**src/rtl/pattern_scheduler.sv**
```systemverilog
// ---------------------------------------------------------------------------
// pattern_scheduler
//   Frame-synchronous sequencer for the HDMI test-pattern generator. Picks the
//   pattern index used by the pixel-data stage and only changes it on a frame
//   tick, so a frame never tears mid-picture. The pattern advances either
//   automatically every DWELL_FRAMES frames, or on a manual request.
//
// Ports
//   pixel_clk    in   pixel clock, all logic on its rising edge
//   sys_rst      in   synchronous active-high reset
//   vsync        in   active-high vertical sync (already in pixel_clk domain)
//   auto_en      in   level, 1 = auto-advance enabled
//   pause        in   level, 1 = freeze auto dwell counting
//   next_req     in   manual advance request
//   next_ack     out  1-cycle pulse, request accepted
//   pattern_sel  out  current pattern index (0..NUM_PAT-1)
//   pattern_chg  out  1-cycle pulse coincident with a pattern_sel update
//   req_pend     out  manual request accepted but not yet applied
//   frame_cnt    out  frames since reset, wraps at 2**FCNT_W
//   state_dbg    out  FSM state (0 IDLE, 1 RUN, 2 PAUSE)
//
// Request handshake: a request is the rising edge of next_req, detected
// against its value one cycle earlier. The scheduler is always ready, so each
// edge is answered by a one-cycle next_ack on the following clock edge and
// sets req_pend. next_req may stay high afterwards; another request needs
// next_req low for at least one cycle. Edges that arrive while req_pend is
// already set are acked but merge into the one pending advance.
// ---------------------------------------------------------------------------
module pattern_scheduler #(
    parameter int NUM_PAT      = 4,
    parameter int PAT_W        = 2,
    parameter int DWELL_FRAMES = 120,
    parameter int FCNT_W       = 16
) (
    input  logic              pixel_clk,
    input  logic              sys_rst,
    input  logic              vsync,
    input  logic              auto_en,
    input  logic              pause,
    input  logic              next_req,
    output logic              next_ack,
    output logic [PAT_W-1:0]  pattern_sel,
    output logic              pattern_chg,
    output logic              req_pend,
    output logic [FCNT_W-1:0] frame_cnt,
    output logic [1:0]        state_dbg
);

    localparam int                 DWELL_W    = (DWELL_FRAMES > 1) ? $clog2(DWELL_FRAMES) : 1;
    localparam logic [DWELL_W-1:0] DWELL_LAST = DWELL_W'(DWELL_FRAMES - 1);
    localparam logic [PAT_W-1:0]   PAT_LAST   = PAT_W'(NUM_PAT - 1);

    typedef enum logic [1:0] {
        S_IDLE  = 2'd0,
        S_RUN   = 2'd1,
        S_PAUSE = 2'd2
    } state_t;

    state_t             state;
    state_t             state_nxt;
    logic               vs_d1;
    logic               vs_d2;
    logic               req_d;
    logic               tick;
    logic               req_edge;
    logic [DWELL_W-1:0] dwell;
    logic               in_run;
    logic               dwell_clr;
    logic               adv_manual;
    logic               adv_auto;
    logic               advance;

    // ---------------- FSM: state register ----------------
    always_ff @(posedge pixel_clk) begin
        if (sys_rst) begin
            state <= S_IDLE;
        end else begin
            state <= state_nxt;
        end
    end

    // ---------------- FSM: next state ----------------
    // The mode is a pure function of the two level inputs, so every state
    // can reach every other one directly.
    always_comb begin
        state_nxt = state;
        if (!auto_en) begin
            state_nxt = S_IDLE;
        end else if (pause) begin
            state_nxt = S_PAUSE;
        end else begin
            state_nxt = S_RUN;
        end
    end

    // ---------------- FSM: outputs ----------------
    // dwell_clr also fires on the cycle auto_en drops, so the counter is
    // already zero when the FSM lands in IDLE.
    always_comb begin
        in_run    = (state == S_RUN);
        dwell_clr = (state == S_IDLE) || !auto_en;
        state_dbg = state;
    end

    // ---------------- tick / request edge detection ----------------
    // vs_d1/vs_d2 and req_d reset high so a level held across reset release
    // is not mistaken for a fresh edge.
    assign tick     = vs_d1 & ~vs_d2;
    assign req_edge = next_req & ~req_d;

    // A pending request wins over the auto dwell; both only act on a tick.
    assign adv_manual = tick & req_pend;
    assign adv_auto   = tick & in_run & (dwell == DWELL_LAST);
    assign advance    = adv_manual | adv_auto;

    // ---------------- datapath ----------------
    always_ff @(posedge pixel_clk) begin
        if (sys_rst) begin
            vs_d1       <= 1'b1;
            vs_d2       <= 1'b1;
            req_d       <= 1'b1;
            next_ack    <= 1'b0;
            req_pend    <= 1'b0;
            pattern_sel <= '0;
            pattern_chg <= 1'b0;
            frame_cnt   <= '0;
            dwell       <= '0;
        end else begin
            vs_d1       <= vsync;
            vs_d2       <= vs_d1;
            req_d       <= next_req;
            next_ack    <= req_edge;
            pattern_chg <= advance;

            if (tick) begin
                frame_cnt <= frame_cnt + FCNT_W'(1);
            end

            // A new edge always leaves a request pending, even when the same
            // tick consumes the previous one: it is applied at the next tick.
            if (req_edge) begin
                req_pend <= 1'b1;
            end else if (adv_manual) begin
                req_pend <= 1'b0;
            end

            if (advance) begin
                pattern_sel <= (pattern_sel == PAT_LAST) ? '0 : pattern_sel + PAT_W'(1);
            end

            if (advance || dwell_clr) begin
                dwell <= '0;
            end else if (tick && in_run) begin
                dwell <= dwell + DWELL_W'(1);
            end
        end
    end

endmodule

```
**config.mk**
```make
export PLATFORM = sky130hd
export DESIGN_NAME = pattern_scheduler
export DESIGN_NICKNAME = d
export VERILOG_FILES = /design/src/rtl/pattern_scheduler.sv
export SDC_FILE = /design/constraint.sdc
export NUM_CORES = 1
export LEC_CHECK = 0
export CAP_MARGIN = 20
export CORE_MARGIN = 5
export CORE_UTILIZATION = 31
export CTS_BUF_LIST = sky130_fd_sc_hd__clkbuf_2 sky130_fd_sc_hd__clkbuf_4 sky130_fd_sc_hd__clkbuf_8
export CTS_CLUSTER_SIZE = 14
export DETAILED_ROUTE_END_ITERATION = 6
export PLACE_DENSITY = 0.55
export SLEW_MARGIN = 20
export SYNTH_ARGS = -nofsm -noshare
export SYNTH_HDL_FRONTEND = slang
export SYNTH_SLANG_ARGS = --single-unit
```
**constraint.sdc**
```tcl
create_clock -name pixel_clk -period 1.8 [get_ports pixel_clk]
set_input_delay 0.36 -clock pixel_clk [delete_from_list [all_inputs] [get_ports pixel_clk]]
set_output_delay 0.36 -clock pixel_clk [all_outputs]
set_load 0.005 [all_outputs]
```
==> results of run 1 <==
power by group:
part           internal [mW]  total (mW)  switching (mW)
sequential             0.739       0.747         0.00720
combinational         0.0309      0.0513          0.0204
clock                  0.318       0.555           0.237
total                   1.09        1.35           0.265
through the flow:
stage	util (%)	area, µm²	power [mW]
after floorplan	-	1370	0.7859
after global placement	39.24	1697	0.8128
after detailed placement	39.24	1697	0.8143
after CTS	41.32	1787	1.379
after global routing	41.32	1787	1.422
final	41.32	1787	1.353
registers in the layout, summed over array words and instances, names as in the netlist:
register,cells
vs_d1,1
req_d,1
pattern_chg,1
req_pend,1
pattern_sel,2
frame_cnt,16
next_ack,1
state_dbg,2
vs_d2,1
dwell,7
cell families (layout without fill, tap and decap cells):
kind of cell,count (synthesis),after routing
AOI/OAI and AO/OA,9,9
adders and majority gates,3,3
and+or+nand+nor,68,68
DFF,33,33
muxes,2,2
buffers and inverters,6,38
xor gates and xnor gates,19,19
layer usage:
layer | track usage [%] | up-vias | routed length [µm] | part of all wire (%)
li1 | - | 541 | - | -
met1 | 12.64 | 515 | 1246 | 43
met2 | 17.89 | 25 | 1457 | 50
met3 | 4.255 | 7 | 176 | 6.0
met4 | 3.671 | 0 | 38 | 1.3
met5 | 0 | - | 0 | 0
Yosys cell counts (2+ instances only):
cell                       instances
sky130_fd_sc_hd__a21oi_1           3
sky130_fd_sc_hd__and2_1            3
sky130_fd_sc_hd__and3_1            2
sky130_fd_sc_hd__and4b_1           2
sky130_fd_sc_hd__buf_6             2
sky130_fd_sc_hd__clkbuf_1          3
sky130_fd_sc_hd__dfxtp_1          33
sky130_fd_sc_hd__ha_1              3
sky130_fd_sc_hd__mux2i_1           2
sky130_fd_sc_hd__nand2_1           7
sky130_fd_sc_hd__nand2b_1          2
sky130_fd_sc_hd__nand3_1           3
sky130_fd_sc_hd__nand4_1          11
sky130_fd_sc_hd__nor2_1           22
sky130_fd_sc_hd__nor2b_1           4
sky130_fd_sc_hd__o21ai_0           3
sky130_fd_sc_hd__or2_2             3
sky130_fd_sc_hd__or3_1             2
sky130_fd_sc_hd__xnor2_1           2
sky130_fd_sc_hd__xor2_1           17
cell type report:
cell class	count	area share, %
multi-input cells	101	37.40
flip-flops and latches	33	36.97
repair buffers	31	16.95
clock buffers	7	5.042
well taps	52	3.641
how the worst max path moves through the flow:
stage / startpoint / endpoint / slack [ps] / cells past startpoint
detailed placement: vs_d1 / dwell[0] / 190 / 4
global placement: dwell[0] / dwell[3] / 270 / 5
global route: frame_cnt[2] / frame_cnt[2] / 4 / 1
finish: frame_cnt[2] / frame_cnt[2] / 60 / 1
CTS: frame_cnt[2] / frame_cnt[2] / 40 / 1
floorplan: frame_cnt[3] / frame_cnt[15] / 430 / 5
==> flow_metrics.env, run 1 <==
export IMPL_routed_wire_length_per_instance_um=13.03
export IMPL_grt_antenna_before_repair=0
export IMPL_syn_avg_cell_area_um2=9.786
export IMPL_syn_to_final_growth_pct=30.41
export IMPL_cp_delay_by_family_top="buffers and inverters"
export IMPL_global_route_overflow_total=0
export IMPL_finish_cell_count_without_fillers=224
export IMPL_synth_compound_area_share_pct=4.018
export IMPL_cp_num_buf_inv=1
export IMPL_route_final_wire_length_um=2918
export IMPL_vias_after_detailed_routing=1088
export IMPL_final_nets=181
export IMPL_remaining_drc_errors=0
export IMPL_drt_vias_per_instance=4.857
export IMPL_setup_worst_path_class="reg -> out"
export IMPL_reg2reg_depth=4
export IMPL_worst_ir_drop_vdd_v=0.0004282
export IMPL_yosys_area_share_adder_pct=2.740
export IMPL_reg2reg_slack_ps=160
export IMPL_layout_min_cycle_time_ps=1739
export IMPL_layout_drive_gt1_share_pct=9.884
export IMPL_fin_setup_tns_ps=0
export IMPL_max_cap_viol_count=0
export IMPL_io_pins=29
export IMPL_yosysWarningCount=0
export IMPL_min_delay_path_class="reg -> reg"
export IMPL_fin_ws_ps=61.47
export IMPL_timing_critical_path_cells="clkdlybuf4s50_1"
export IMPL_synth_largest_type_area_fraction_pct=48.22
export IMPL_synth_area_top_cells="sky130_fd_sc_hd__dfxtp_1 48%, sky130_fd_sc_hd__xor2_1 11%, sky130_fd_sc_hd__nor2_1 6.0%"
export IMPL_worstHoldPathCells=1
export IMPL_edff_count_synth=0
export IMPL_initial_core_util_pct=31.68
export IMPL_post_cts_resized=0
export IMPL_worst_r2r_endpoint="dwell[4]"
export IMPL_drt_initial_drc_count=41
export IMPL_critical_path_slowest_cell="sky130_fd_sc_hd__clkdlybuf4s50_1"
export IMPL_placed_cells_incl_taps=217
export IMPL_finalHoldWorstSlack_ps=403.5
export IMPL_final_max_slew_violation_count=0
export IMPL_crit_path_max_fanout=8
export IMPL_die_area_um2=5849
export IMPL_postCtsHoldBufs=0
export IMPL_status="finished clean"
export IMPL_clk_root_buffer_cell="sky130_fd_sc_hd__clkbuf_8"
export IMPL_hold_path_end="next_ack"
export IMPL_number_of_iterations_in_the_first_detailed_routing_pass=4
export IMPL_htreeDepth=2
export IMPL_postCtsSetupRepairBufs=0
export IMPL_grt_use_total_pct=10.81
export IMPL_floorplan_core_area_um2=4324
export IMPL_report_final_setup_viol=0
export IMPL_synth_largest_area_cell="sky130_fd_sc_hd__dfxtp_1"
export IMPL_startpoint_type="register"
export IMPL_cellPowerDensity_nw_per_um2=757.2
export IMPL_fp_dieH_um=76.48
export IMPL_critPathArrivalTime_ps=1380
export IMPL_floorplan_rows=24
export IMPL_n_antenna_cell=0
export IMPL_global_route_wire_length_before_repair_um=5244
export IMPL_worstPathRequired_ps=1440
export IMPL_layout_commonest_cell="sky130_fd_sc_hd__dfxtp_1"
export IMPL_grt_pass1_vias=1107
export IMPL_grt_max_degree=26
export IMPL_cts_clk_slew_worst_paths_ps=60
export IMPL_hold_violations=0
export IMPL_synthesis_instances=140
export IMPL_critical_path_endpoint_type="output pin"
export IMPL_worstMarginPinSlew_ps=619.0
export IMPL_clock_latency_ps=270
export IMPL_ant_nets=0
export IMPL_gp_routability_congestion=0.7247
export IMPL_rsz_0062_raised_after_global_routing="false"
export IMPL_placement_setup_worst_slack_ps=191.6
export IMPL_final_period_util_pct=96.59
export IMPL_clk_path_buf_depth=2
export IMPL_ys_types=31
export IMPL_syn_cell_area_um2=1370
export IMPL_max_stage_delay_ps=570
export IMPL_clock_sinks=33
export IMPL_final_setup_skew_ps=3.740
export IMPL_synth_mux_area_fraction_pct=1.461
export IMPL_predominant_post_synthesis_flop_cell="sky130_fd_sc_hd__dfxtp_1"
export IMPL_synthesis_nets=149
export IMPL_synth_xor_area_share_pct=12.15
export IMPL_synth_simple_gate_area_share_pct=28.40
export IMPL_multiInputGateArea_um2=668.1
export IMPL_cts_buffers_inserted=5
export IMPL_register_area_um2=660.6
export IMPL_layout_cells_most_common_list="33 x sky130_fd_sc_hd__dfxtp_1, 28 x sky130_fd_sc_hd__clkdlybuf4s50_1, 22 x sky130_fd_sc_hd__nor2_1"
export IMPL_cts_tree="yes"
export IMPL_leakagePower_nw=0.6613
export IMPL_num_fill_cells=432
export IMPL_slew_headroom_pct=58.69
export IMPL_worst_r2r_start="vs_d2"
export IMPL_die_width_um=76.48
export IMPL_dp_hpwl_um=2145
export IMPL_maxClockFrequency_ghz=0.5752
export IMPL_asyncSetResetFlopFracSynth_pct=0
export IMPL_holdCritStartpoint="req_d"
export IMPL_ys_seq_elements=33
export IMPL_seq_area_frac_synth_pct=48.22
export IMPL_count_of_input_and_output_buffers=28
export IMPL_synth_top_family_by_area="simple AND/OR/NAND/NOR gates"
(Power assumes the default switching activity.)
==> run 2, diff against run 1 <==
Settings changed: CORE_MARGIN 5 to not set, GPL_TIMING_DRIVEN set to 0.
==> run 2 against run 1 <==
Effect of this change: flip-flop and latch count unchanged; register-to-register slack improved by 60 ps; fmax increased by 7.8%; clock power increased by 30%; via count about the same; critical endpoint unchanged; sequential share of layout area decreased by 0.69 points; combinational power decreased by 2%; die area decreased by 20%; first-iteration DRC count increased by 22%.
==> flow_metrics.env, run 2 (same netlist as run 1, synthesis figures left out) <==
export IMPL_status="finished clean"
export IMPL_worst_setup_path_startpoint="frame_cnt[2]"
export IMPL_largest_reg_flops=16
export IMPL_number_of_iterations_in_the_first_detailed_routing_pass=4
export IMPL_die_area_um2=4690
export IMPL_drt_vias_per_instance=4.831
export IMPL_postCtsSetupRepairBufs=0
export IMPL_grt_antenna_before_repair=0
export IMPL_largest_register="frame_cnt"
export IMPL_grt_use_total_pct=12.87
export IMPL_cts_tree="yes"
export IMPL_final_nets=183
export IMPL_htreeDepth=2
export IMPL_slew_headroom_pct=60.29
export IMPL_timing_critical_path_cells="clkdlybuf4s50_1"
export IMPL_gr_layer_usage_met3_pct=4.000
export IMPL_layout_drive_gt1_share_pct=10.86
export IMPL_syn_to_final_growth_pct=33.15
export IMPL_holdCritStartpoint="req_d"
export IMPL_worst_r2r_start="dwell[0]"
export IMPL_grt_pass1_vias=1056
export IMPL_ant_nets=0
export IMPL_setup_worst_path_class="reg -> out"
export IMPL_final_cell_area_um2=1824
export IMPL_remaining_drc_errors=0
export IMPL_cts_clk_slew_worst_paths_ps=70
export IMPL_initial_core_util_pct=33.29
export IMPL_layout_min_cycle_time_ps=1613
export IMPL_layout_commonest_cell="sky130_fd_sc_hd__dfxtp_1"
export IMPL_dp_hpwl_um=1939
export IMPL_critical_path_slowest_cell="sky130_fd_sc_hd__clkdlybuf4s50_1"
export IMPL_worstPathRequired_ps=1440
export IMPL_n_antenna_cell=0
export IMPL_floorplan_rows=23
export IMPL_report_final_setup_viol=0
export IMPL_reg2reg_slack_ps=220
export IMPL_use_met2_pct=21.94
export IMPL_drt_initial_drc_count=50
export IMPL_max_stage_delay_ps=530
export IMPL_final_period_util_pct=89.60
export IMPL_critPathArrivalTime_ps=1250
export IMPL_io_pins=29
export IMPL_critical_path_endpoint_type="output pin"
export IMPL_critical_path_cell_count=1
export IMPL_hold_violations=0
export IMPL_grt_util_met1_pct=13.76
export IMPL_finalHoldWorstSlack_ps=414.9
export IMPL_count_of_input_and_output_buffers=27
export IMPL_gp_routability_congestion=0.7123
export IMPL_global_route_wire_length_before_repair_um=4305
export IMPL_min_delay_path_class="reg -> reg"
export IMPL_worstMarginPinSlew_ps=595.1
export IMPL_maxClockFrequency_ghz=0.6201
export IMPL_fp_dieH_um=68.48
export IMPL_final_setup_skew_ps=6.384
export IMPL_busiest_layer="met2"
export IMPL_floorplan_core_area_um2=4115
export IMPL_largestRegisters="frame_cnt (16), dwell (7)"
export IMPL_global_route_overflow_total=0
export IMPL_crit_path_max_fanout=8
export IMPL_clk_path_buf_depth=2
export IMPL_worst_r2r_endpoint="dwell[3]"
export IMPL_fin_setup_tns_ps=0
export IMPL_cp_delay_by_family_top="buffers and inverters"
export IMPL_worst_ir_drop_vdd_v=0.0006125
export IMPL_rsz_0062_raised_after_global_routing="false"
export IMPL_placed_area_um2=1703
export IMPL_cts_buffers_inserted=5
export IMPL_clock_latency_ps=280
export IMPL_final_core_utilization_pct=44.33
export IMPL_vias_after_detailed_routing=1087
export IMPL_die_width_um=68.48
export IMPL_cp_num_buf_inv=1
export IMPL_final_max_slew_violation_count=0
export IMPL_clock_sinks=33
export IMPL_clk_root_buffer_cell="sky130_fd_sc_hd__clkbuf_8"
export IMPL_grt_max_degree=11
export IMPL_layout_cells_most_common_list="32 x sky130_fd_sc_hd__dfxtp_1, 27 x sky130_fd_sc_hd__clkdlybuf4s50_1, 22 x sky130_fd_sc_hd__nor2_1"
export IMPL_leakagePower_nw=0.6776
export IMPL_route_final_wire_length_um=2657
export IMPL_routed_wire_length_per_instance_um=11.81
export IMPL_max_cap_viol_count=0
export IMPL_critPathCapture="frame_cnt[2]"
export IMPL_cellPowerDensity_nw_per_um2=833.7
export IMPL_startpoint_type="register"
export IMPL_reg2reg_depth=5
run 2: cell types whose count changed in the layout (fill, tap and decap cells not counted):
| cell | delta |
|---|---|
| sky130_fd_sc_hd__clkbuf_1 | +3 |
| sky130_fd_sc_hd__buf_4 | -2 |
| sky130_fd_sc_hd__buf_6 | +2 |
| sky130_fd_sc_hd__bufinv_16 | +1 |
| sky130_fd_sc_hd__clkdlybuf4s50_1 | -1 |
| sky130_fd_sc_hd__dfxtp_1 | -1 |
| sky130_fd_sc_hd__dfxtp_2 | +1 |
run 2: worst min-delay path by stage:
stage | end | depth (start not counted) | slack (ps)
6_report | next_ack | 1 | 410
2_1_floorplan | next_ack | 1 | 380
3_3_place_gp | next_ack | 1 | 400
5_1_grt | next_ack | 1 | 440
3_5_place_dp | next_ack | 1 | 400
4_1_cts | next_ack | 1 | 420
run 2: worst reg2reg max path: cells and delay by family, from the launching register on:
kind / cells / cell delay (ps)
AND/OR/NAND/NOR: 3 / 500
flip-flops: 1 / 380
AO/OA/AOI/OAI: 1 / 360
adder cells (fa/ha/maj): 1 / 200
run 2: layout make-up:
cell class | instances | area (µm²)
buffer | 6 | 41.29
clock buffer | 7 | 90.09
clock inverter | 1 | 30.03
fill | 412 | 2291
multi-input combinational | 101 | 668.1
sequential | 33 | 661.9
tap | 50 | 62.56
timing repair buffer | 27 | 270.3
run 2: timing repair:
action | CTS | global route
hold buffers | 0 | 0
endpoints found under the hold margin | 0 | 0
setup endpoints to repair | 0 | 1
resized for setup | 0 | 1
run 2: metal layers:
metal | wire [µm] | share of wire [%]
met1 | 1205 | 45
met2 | 1268 | 48
met3 | 119 | 4.5
met4 | 63 | 2.4
met5 | 0 | 0
run 2: per-stage QoR:
stage | cells | setup WS (ps) | total power [mW]
floorplan | 140 | 429.7 | 0.7859
global placement | 217 | 225.9 | 0.8122
detailed placement | 217 | 192.8 | 0.8135
CTS | 225 | 33.65 | 1.544
global route | 225 | 9.064 | 1.579
finish | 225 | 187.3 | 1.521
run 2: where the power goes:
group / internal, mW / switching (mW) / total, mW
Clock: 0.466 / 0.258 / 0.724
Sequential: 0.739 / 0.00703 / 0.746
Combinational: 0.0296 / 0.0208 / 0.0504
